--- config.mk ---
export PLATFORM = sky130hd
export DESIGN_NAME = rv_fetch_flat
export DESIGN_NICKNAME = d
export VERILOG_FILES = /design/src/rtl/rv_fetch_if.sv /design/src/rtl/rv_fetch.sv /design/src/flat_wrapper.sv
export SDC_FILE = /design/constraint.sdc
export NUM_CORES = 1
export LEC_CHECK = 0
export BUFFER_PORTS_ARGS = -buffer_cell sky130_fd_sc_hd__buf_2
export CORE_MARGIN = 2
export CORE_UTILIZATION = 40
export DETAILED_ROUTE_END_ITERATION = 16
export HOLD_SLACK_MARGIN = 0.12
export SLEW_MARGIN = 20
export SYNTH_ARGS = -nofsm -noshare
export SYNTH_HDL_FRONTEND = slang
export SYNTH_SLANG_ARGS = --single-unit
--- constraint.sdc ---
create_clock -name clk -period 2.6 [get_ports clk]
set_input_delay 0.26 -clock clk [delete_from_list [all_inputs] [get_ports clk]]
set_output_delay 0.26 -clock clk [all_outputs]
set_load 0.005 [all_outputs]
--- src/rtl/rv_fetch_if.sv ---
// Instruction-memory request/grant/rvalid bus between the fetch stage and imem.
interface rv_fetch_if;
  logic        imem_req_o;
  logic [31:0] imem_addr_o;
  logic        imem_gnt_i;
  logic        imem_rvalid_i;
  logic [31:0] imem_rdata_i;

  modport master (
    output imem_req_o, imem_addr_o,
    input  imem_gnt_i, imem_rvalid_i, imem_rdata_i
  );

  modport slave (
    input  imem_req_o, imem_addr_o,
    output imem_gnt_i, imem_rvalid_i, imem_rdata_i
  );
endinterface

--- src/rtl/rv_fetch.sv ---
// rv fetch stage: PC generation, credit-limited imem requests, 2-entry
// instruction buffer, and redirect flush with in-flight response discard.
module rv_fetch #(
  parameter logic [31:0] RESET_PC = 32'h0000_0000
) (
  input  logic             clk,
  input  logic             rstn,
  rv_fetch_if.master       imem,
  input  logic             redirect_i,
  input  logic [31:0]      redirect_pc_i,
  input  logic             stall_i,
  output logic             instr_valid_o,
  output logic [31:0]      instr_o,
  output logic [31:0]      pc_o,
  output logic [6:0]       opcode_o
);

  localparam logic [31:0] PC_RST = {RESET_PC[31:2], 2'b00};
  localparam logic [31:0] NOP    = 32'h0000_0013;

  logic [31:0] fetch_pc_q, fetch_pc_d;
  logic [1:0]  out_q, out_d;
  logic [1:0]  disc_q, disc_d;
  logic [1:0]  count_q, count_d;
  logic        rd_ptr_q, rd_ptr_d, wr_ptr_q, wr_ptr_d;
  logic        tag_rd_q, tag_rd_d, tag_wr_q, tag_wr_d;
  logic [31:0] buf_pc_q [2];
  logic [31:0] buf_pc_d [2];
  logic [31:0] buf_ins_q [2];
  logic [31:0] buf_ins_d [2];
  logic [31:0] tag_q [2];
  logic [31:0] tag_d [2];

  logic        pop, push, grant, req;
  logic [2:0]  credit;
  logic        unused_pc_lsb;

  assign unused_pc_lsb = ^redirect_pc_i[1:0];

  always_comb begin
    pop    = (count_q != 2'd0) && !stall_i && !redirect_i;
    credit = {1'b0, out_q} + {1'b0, count_q} - {2'b00, pop};
    req    = rstn && !redirect_i && (credit < 3'd2);
    grant  = req && imem.imem_gnt_i;
    push   = 1'b0;

    fetch_pc_d = fetch_pc_q;
    out_d      = out_q;
    disc_d     = disc_q;
    count_d    = count_q;
    rd_ptr_d   = rd_ptr_q;
    wr_ptr_d   = wr_ptr_q;
    tag_rd_d   = tag_rd_q;
    tag_wr_d   = tag_wr_q;
    buf_pc_d   = buf_pc_q;
    buf_ins_d  = buf_ins_q;
    tag_d      = tag_q;

    if (redirect_i) begin
      // Everything still in flight after this cycle's response is stale.
      fetch_pc_d = {redirect_pc_i[31:2], 2'b00};
      out_d      = out_q - 2'(imem.imem_rvalid_i);
      disc_d     = out_q - 2'(imem.imem_rvalid_i);
      count_d    = 2'd0;
      rd_ptr_d   = 1'b0;
      wr_ptr_d   = 1'b0;
      tag_rd_d   = 1'b0;
      tag_wr_d   = 1'b0;
    end else begin
      if (grant) begin
        tag_d[tag_wr_q] = fetch_pc_q;
        tag_wr_d        = ~tag_wr_q;
        fetch_pc_d      = fetch_pc_q + 32'd4;
      end
      if (imem.imem_rvalid_i) begin
        if (disc_q != 2'd0) begin
          disc_d = disc_q - 2'd1;
        end else begin
          push                = 1'b1;
          buf_pc_d[wr_ptr_q]  = tag_q[tag_rd_q];
          buf_ins_d[wr_ptr_q] = imem.imem_rdata_i;
          wr_ptr_d            = ~wr_ptr_q;
          tag_rd_d            = ~tag_rd_q;
        end
      end
      if (pop) rd_ptr_d = ~rd_ptr_q;
      out_d   = out_q + 2'(grant) - 2'(imem.imem_rvalid_i);
      count_d = count_q + 2'(push) - 2'(pop);
    end
  end

  always_ff @(posedge clk or negedge rstn) begin
    if (!rstn) begin
      fetch_pc_q <= PC_RST;
      out_q      <= '0;
      disc_q     <= '0;
      count_q    <= '0;
      rd_ptr_q   <= 1'b0;
      wr_ptr_q   <= 1'b0;
      tag_rd_q   <= 1'b0;
      tag_wr_q   <= 1'b0;
      for (int unsigned i = 0; i < 2; i++) begin
        buf_pc_q[i]  <= PC_RST;
        buf_ins_q[i] <= NOP;
        tag_q[i]     <= PC_RST;
      end
    end else begin
      fetch_pc_q <= fetch_pc_d;
      out_q      <= out_d;
      disc_q     <= disc_d;
      count_q    <= count_d;
      rd_ptr_q   <= rd_ptr_d;
      wr_ptr_q   <= wr_ptr_d;
      tag_rd_q   <= tag_rd_d;
      tag_wr_q   <= tag_wr_d;
      buf_pc_q   <= buf_pc_d;
      buf_ins_q  <= buf_ins_d;
      tag_q      <= tag_d;
    end
  end

  assign imem.imem_req_o  = req;
  assign imem.imem_addr_o = fetch_pc_q;
  assign instr_valid_o    = (count_q != 2'd0);
  assign instr_o          = buf_ins_q[rd_ptr_q];
  assign pc_o             = buf_pc_q[rd_ptr_q];
  assign opcode_o         = buf_ins_q[rd_ptr_q][6:0];

endmodule
--- src/flat_wrapper.sv ---
// flat-port wrapper written by rule: the top's interface ports become plain ports
module rv_fetch_flat 
#(
  parameter logic [31:0] RESET_PC = 32'h0000_0000
)
  (clk, rstn, redirect_i, redirect_pc_i, stall_i, instr_valid_o, instr_o, pc_o, opcode_o, imem_imem_req_o, imem_imem_addr_o, imem_imem_gnt_i, imem_imem_rvalid_i, imem_imem_rdata_i);
  rv_fetch_if imem_i ();
  input  logic clk;
  input  logic rstn;
  input  logic redirect_i;
  input  logic [31:0] redirect_pc_i;
  input  logic stall_i;
  output logic instr_valid_o;
  output logic [31:0] instr_o;
  output logic [31:0] pc_o;
  output logic [6:0] opcode_o;
  output wire logic [$bits(imem_i.imem_req_o)-1:0] imem_imem_req_o;
  output wire logic [$bits(imem_i.imem_addr_o)-1:0] imem_imem_addr_o;
  input wire logic [$bits(imem_i.imem_gnt_i)-1:0] imem_imem_gnt_i;
  input wire logic [$bits(imem_i.imem_rvalid_i)-1:0] imem_imem_rvalid_i;
  input wire logic [$bits(imem_i.imem_rdata_i)-1:0] imem_imem_rdata_i;
  assign imem_imem_req_o = imem_i.imem_req_o;
  assign imem_imem_addr_o = imem_i.imem_addr_o;
  assign imem_i.imem_gnt_i = imem_imem_gnt_i;
  assign imem_i.imem_rvalid_i = imem_imem_rvalid_i;
  assign imem_i.imem_rdata_i = imem_imem_rdata_i;
  rv_fetch #(.RESET_PC(RESET_PC)) u_core (.clk(clk), .rstn(rstn), .imem(imem_i), .redirect_i(redirect_i), .redirect_pc_i(redirect_pc_i), .stall_i(stall_i), .instr_valid_o(instr_valid_o), .instr_o(instr_o), .pc_o(pc_o), .opcode_o(opcode_o));
endmodule
# After elaboration in Yosys (flattened, before gate mapping)
# Cells that the tools add are included.
totals:
  ff_bits: 234
  latchBits: 0
  ram_bits: 0
  rom_bits: 0
  in_bits: 70
  output_inout_bits: 105
  word_cells: 96
  n_memories: 0
op_classes:
  n_addsub: 9
  multipliers: 0
  div_mod_pow: 0
  order_cmp: 7
  n_eq_ne: 1
  shifts: 0
  muxes: 36
  bitwise: 10
  n_reduce_logical: 19
ops:
  columns: ["op", "n"]
  rows:
  - ["32-bit two-way mux", 13]
  - ["64-bit bitwise mux", 3]
  - ["32-bit demux with 1-bit select", 2]
  - ["32-bit by 3-bit adder with 32-bit output, second input constant", 1]
  - ["1-bit two-way mux", 13]
  - ["2-bit nonzero test", 6]
  - ["2-bit two-way mux", 5]
  - ["2-bit greater-or-equal comparator, second input constant", 4]
  - ["1-bit NOT with 2-bit output", 4]
  - ["1-bit logical AND", 7]
  - ["1-bit NOT", 6]
  - ["2-bit AND reduction", 3]
  - ["2-bit by 1-bit subtractor with 2-bit output", 3]
  - ["2-bit by 1-bit adder with 2-bit output", 2]
  - ["2-bit by 1-bit less-than comparator with 1-bit output, second input constant", 2]
  - ["2-bit by 2-bit adder with 3-bit output", 1]
  - ["3-bit by 2-bit less-than comparator with 1-bit output, second input constant", 1]
  - ["3-bit AND reduction", 1]
  - ["3-bit by 1-bit subtractor with 3-bit output", 1]
  - ["1-bit logical NOT", 2]
  - ["2-bit inequality test, second input constant", 1]
  - ["2-bit by 1-bit subtractor with 2-bit output, second input constant", 1]

# Longest topological paths before layout
depth:
  ltp_word: 10
  ltp_mapped: 13
  mapped_depth_nobuf: 11

# Worst setup path after synthesis
# OpenSTA, ideal clock, no wires.
synth_timing:
  path_kind: "input to register"
  startpoint: "input port redirect_i"
  endpoint: "register u_core.tag_q[34] in the netlist's numbering"
  setup_time_ns: 0.125
  arrival_ns: 2.865
  required_time_ns: 2.475
  slack_ns: -0.390
  path_stages: 11
  n_path_buf: 3
  path_cell_list: "clkbuf_1 clkbuf_1 nor3_1 ha_1 nand2b_1 fa_1 nand4b_1 or2_1 nor2_1 buf_2 mux2_2"
synth_between:
  elab_chain_cells: 7
  elab_cells_between_ends: 9
  classes_between: "add/sub (1); order compare (1); bitwise (1); reduce/logical (6)"
synth_rtl:
  columns: ["element", "line", "source"]
  rows:
  - ["start: declaration", "flat_wrapper.sv:10", "input logic redirect_i;"]
  - ["1-bit logical NOT", "rv_fetch.sv:41, rv_fetch.sv:43", null]
  - ["1-bit logical AND", "rv_fetch.sv:41", "pop = (count_q != 2'd0) && !stall_i && !redirect_i;"]
  - ["3-bit by 1-bit subtractor with 3-bit output", "rv_fetch.sv:42", "credit = {1'b0, out_q} + {1'b0, count_q} - {2'b00, pop};"]
  - ["3-bit by 2-bit less-than comparator with 1-bit output", "rv_fetch.sv:43", "req = rstn && !redirect_i && (credit < 3'd2);"]
  - ["1-bit logical AND", "rv_fetch.sv:43", null]
  - ["1-bit logical AND", "rv_fetch.sv:44", "grant = req && imem.imem_gnt_i;"]
  - ["2-bit AND reduction (no source line) (*)", null, null]
  - ["end signal: assignment", "rv_fetch.sv:118", "tag_q <= tag_d;"]
  - ["end: declaration", "rv_fetch.sv:31", "logic [31:0] tag_q [2];"]
# Every way passes the cells marked *; elsewhere a longest branch is shown, timed or not.
# A chain may end at the register's enable or synchronous reset.

# Worst setup path after layout
layout_timing:
  startpoint: "register u_core.count_q[1]"
  endpoint: "register u_core.tag_q[54] in the netlist's numbering"
layout_between:
  elab_chain_cells: 8
  elab_cells_between_ends: 9
  classes_between: "add/sub (2); order compare (1); reduce/logical (6)"
layout_rtl:
  columns: ["element", "line", "source"]
  rows:
  - ["start: declaration", "rv_fetch.sv:24", "logic [1:0] count_q, count_d;"]
  - ["start signal: assignment", "rv_fetch.sv:111", "count_q <= count_d;"]
  - ["branches (longest 3 deep; another with 2-bit by 2-bit adder with 3-bit output)", null, null]
  - ["3-bit by 1-bit subtractor with 3-bit output (*)", "rv_fetch.sv:42", null]
  - ["3-bit by 2-bit less-than comparator with 1-bit output (*)", "rv_fetch.sv:43", null]
  - ["1-bit logical AND (*)", "rv_fetch.sv:43", null]
  - ["1-bit logical AND (*)", "rv_fetch.sv:44", null]
  - ["2-bit AND reduction (no source line) (*)", null, null]
# Every way passes the cells marked *.

==> impl_metrics.env <==
export IMPL_outcome="finished with violations"
export IMPL_violations="negative setup slack"
export IMPL_insertion_delay_ps=530
export IMPL_crit_arrival_ps=3300
export IMPL_core_sq_mm=0.0252
export IMPL_grt_max_degree=195
export IMPL_crit_path_end_kind="flip-flop"
export IMPL_tightest_slew_ps=794
export IMPL_synth_top_flop_cell="dfrtp_1"
export IMPL_maxCapViolations=0
export IMPL_n_antenna_cell=0
export IMPL_min_period_over_period_pct=111
export IMPL_hpwl_microns=16000
export IMPL_synth_yosys_warnings=0
export IMPL_start_util_pct=40.8
export IMPL_die_w_microns=164
export IMPL_cp_start_kind="flip-flop"
export IMPL_overflow=0
export IMPL_tns_ps=-17730
export IMPL_num_rows=58
export IMPL_finalMaxSlewViolations=0
export IMPL_num_vias=7544
export IMPL_io_pins=175
export IMPL_path_cells="nor2_4 -> nor3_4 -> ha_1 -> nand2b_4 -> fa_1 -> nand4b_1 -> or2_4 -> buf_12 -> nor2_4 -> buf_6 -> buf_12 -> mux2_4"
export IMPL_skew_ps=8.06
export IMPL_drt_iter0_drc=553
export IMPL_path_buf_inv=3
export IMPL_holdWs_ps=193
export IMPL_grt_antenna_before_repair=0
export IMPL_syn_to_final_growth_pct=35.9
export IMPL_synth_top_cells_by_count="218 x dfrtp_1, 185 x mux2_2, 67 x nand2_1"
export IMPL_grtUsageTotal_pct=19.2
export IMPL_syn_area_sq_mm=0.0103
export IMPL_drt_pass1_iter_count=5
export IMPL_io_buffers=168
export IMPL_grt_pass1_vias=7626
export IMPL_die_h_microns=164
export IMPL_cts_sinks=224
export IMPL_drive_gt1_share_pct=46.3
export IMPL_syn_mean_instance_area_sq_um=12.1
export IMPL_crit_required_ps=3010
export IMPL_hold_viol=0
export IMPL_synth_largest_area_cell="dfrtp_1"
export IMPL_routed_wirelength_microns=25700
export IMPL_max_freq_mhz=345
export IMPL_gp_congestion=0.780
export IMPL_clockRootBuffer="clkbuf_16"
export IMPL_wl_per_cell_microns=17.7
export IMPL_cts_buffer_depth=3
export IMPL_synth_most_common_cell="dfrtp_1"
export IMPL_synth_top_area_share_pct=53.1
export IMPL_cp_slowest_cell="fa_1"
export IMPL_ys_seq_area_share_pct=54.6
export IMPL_synth_seq_cells=224
export IMPL_p_leak_nw=6.44
export IMPL_post_route_min_period_ps=2900
export IMPL_crit_type="flip-flop to flip-flop"
export IMPL_p_per_area_mw_per_mm2=1040
export IMPL_cts_tree="yes"
export IMPL_cts_buffers=26
export IMPL_postSynth_asyncResetShare_pct=100
export IMPL_critPathMaxStageDelay_ps=500
export IMPL_irDropWorstVdd_uv=471
export IMPL_maxSlewHeadroom_pct=46.6
export IMPL_rsz0062_at_grt="true"
export IMPL_synth_edff_count=0
export IMPL_fillers=2105
export IMPL_ys_top_cells_by_area="dfrtp_1 53%, mux2_2 20%, mux2i_1 3.1%"
export IMPL_die_area_sq_mm=0.0270
export IMPL_clkTransAtPathRegs_ps=60
export IMPL_worstPathMaxFanout=7
export IMPL_ys_types=57
export IMPL_synthesis_instances=851
export IMPL_via_per_inst=5.18
export IMPL_grt_pass1_wl_microns=40900
export IMPL_setup_viol=92
export IMPL_hold_path_class="primary input to flip-flop"
export IMPL_nNetsFinal=1186
export IMPL_htree_levels=1
export IMPL_ant_nets=0
export IMPL_finalWorstSetupSlack_ps=-296
export IMPL_critPathTopFamily="simple AND/OR/NAND/NOR gates"
export IMPL_drc=0
## kinds of logic after synthesis
logic type               synth area share, %
buffers and inverters                   3.62
adder cells (fa/ha/maj)                 1.17
AND/OR/NAND/NOR                         8.81
multiplexers                            23.4
other                                 0.0365
flip-flops                              54.6
XOR/XNOR                               0.767
AO/OA/AOI/OAI                           7.56
## tightest hold or removal path, delay by kind of cell
family                    cells  cell delay [ps]
xor gates and xnor gates      1              140
and+or+nand+nor               1              100
AOI/OAI and AO/OA             1               70
buffers and inverters         1              110
## cell type report
cell class / instances / area (sq um) / share of cell area (%)
Sequential cell: 224 / 5620 / 40.2
Multi-Input combinational cell: 551 / 4700 / 33.7
Timing Repair Buffer: 289 / 2220 / 15.9
Clock buffer: 36 / 779 / 5.58
Tap cell: 330 / 413 / 2.96
Clock inverter: 12 / 169 / 1.21
Inverter: 15 / 58.8 / 0.421
## metrics by stage
step                area, sq um  std cells  util (%)  worst slack (ps)  power [W]
floorplan                 10400        854         -              -128    0.00845
global placement          11700       1325      46.4              -307     0.0100
detailed placement        11700       1325      46.4              -377     0.0102
CTS                       13800       1457      54.8              -318     0.0147
global route              14000       1457      55.4              -440     0.0155
finish                    14000       1457      55.4              -296     0.0145
## report_power, final
group | internal [W] | leakage [nW] | switching, W
Combinational | 0.00286 | 3.13 | 0.00204
Clock | 0.00249 | 0.466 | 0.00145
Sequential | 0.00481 | 2.85 | 0.000871
## final timing paths
kind	end	depth (start not counted)	startpoint	slack, ps
max	u_core.tag_q[54]	12	u_core.count_q[1]	-300
min in group asynchronous	u_core.buf_ins_q[19]	3	rstn	300
min	u_core.disc_q[0]	4	imem_imem_rvalid_i	190
max reg2reg	u_core.tag_q[54]	12	u_core.count_q[1]	-300
max in group asynchronous	u_core.buf_pc_q[61]	4	rstn	1270
min reg2reg	u_core.buf_pc_q[31]	2	u_core.buf_pc_q[31]	470
## state kept, by name, summed over array words and instances (netlist names), 2 cells and up
signal / flops
u_core.buf_ins_q: 64
u_core.buf_pc_q: 60
u_core.count_q: 2
u_core.disc_q: 2
u_core.imem.imem_addr_o: 30
u_core.out_q: 2
u_core.tag_q: 60
## cells in the final DEF, fill, tap and decap left out, types with 3 or more instances in the layout
cell type / n
mux2i_1: 32
a21o_1: 3
nor3_1: 4
dfstp_2: 6
buf_4: 24
nand3_2: 3
xor2_1: 3
buf_2: 167
dfrtp_1: 216
or3_1: 5
nor2_4: 5
nor4_4: 4
and3_1: 5
bufinv_16: 4
o311ai_2: 5
nand3_1: 18
clkinv_2: 5
o21ai_1: 7
a21oi_1: 33
buf_6: 14
clkbuf_16: 28
nand4_1: 8
ha_1: 7
nor2_1: 45
inv_1: 13
dlygate4sd3_1: 64
conb_1: 4
a221o_1: 7
clkbuf_8: 7
buf_8: 5
mux2_2: 169
o211ai_1: 9
nand3_4: 3
buf_12: 11
o21ai_0: 34
o21ai_2: 9
xnor2_1: 4
mux2_4: 16
nand2_1: 64
o311ai_1: 4
## what timing repair did
| item | 4_1_cts | 5_1_grt |
|---|---|---|
| setup buffers | 14 | 3 |
| pin swaps | 24 | 25 |
| resized for setup | 79 | 34 |
| hold buffers | 65 | 0 |
| setup endpoints to repair | 94 | 94 |
| hold endpoints to repair | 125 | 0 |
| gates cloned | 5 | 1 |
## per-layer routing
metal / part of all wire (%) / track usage (%)
met5: 0 / 0
met1: 46 / 26.9
met4: 1.5 / 4.63
met2: 47 / 30.9
met3: 6.1 / 3.36
Note: power is estimated with default switching activity, not from simulation.
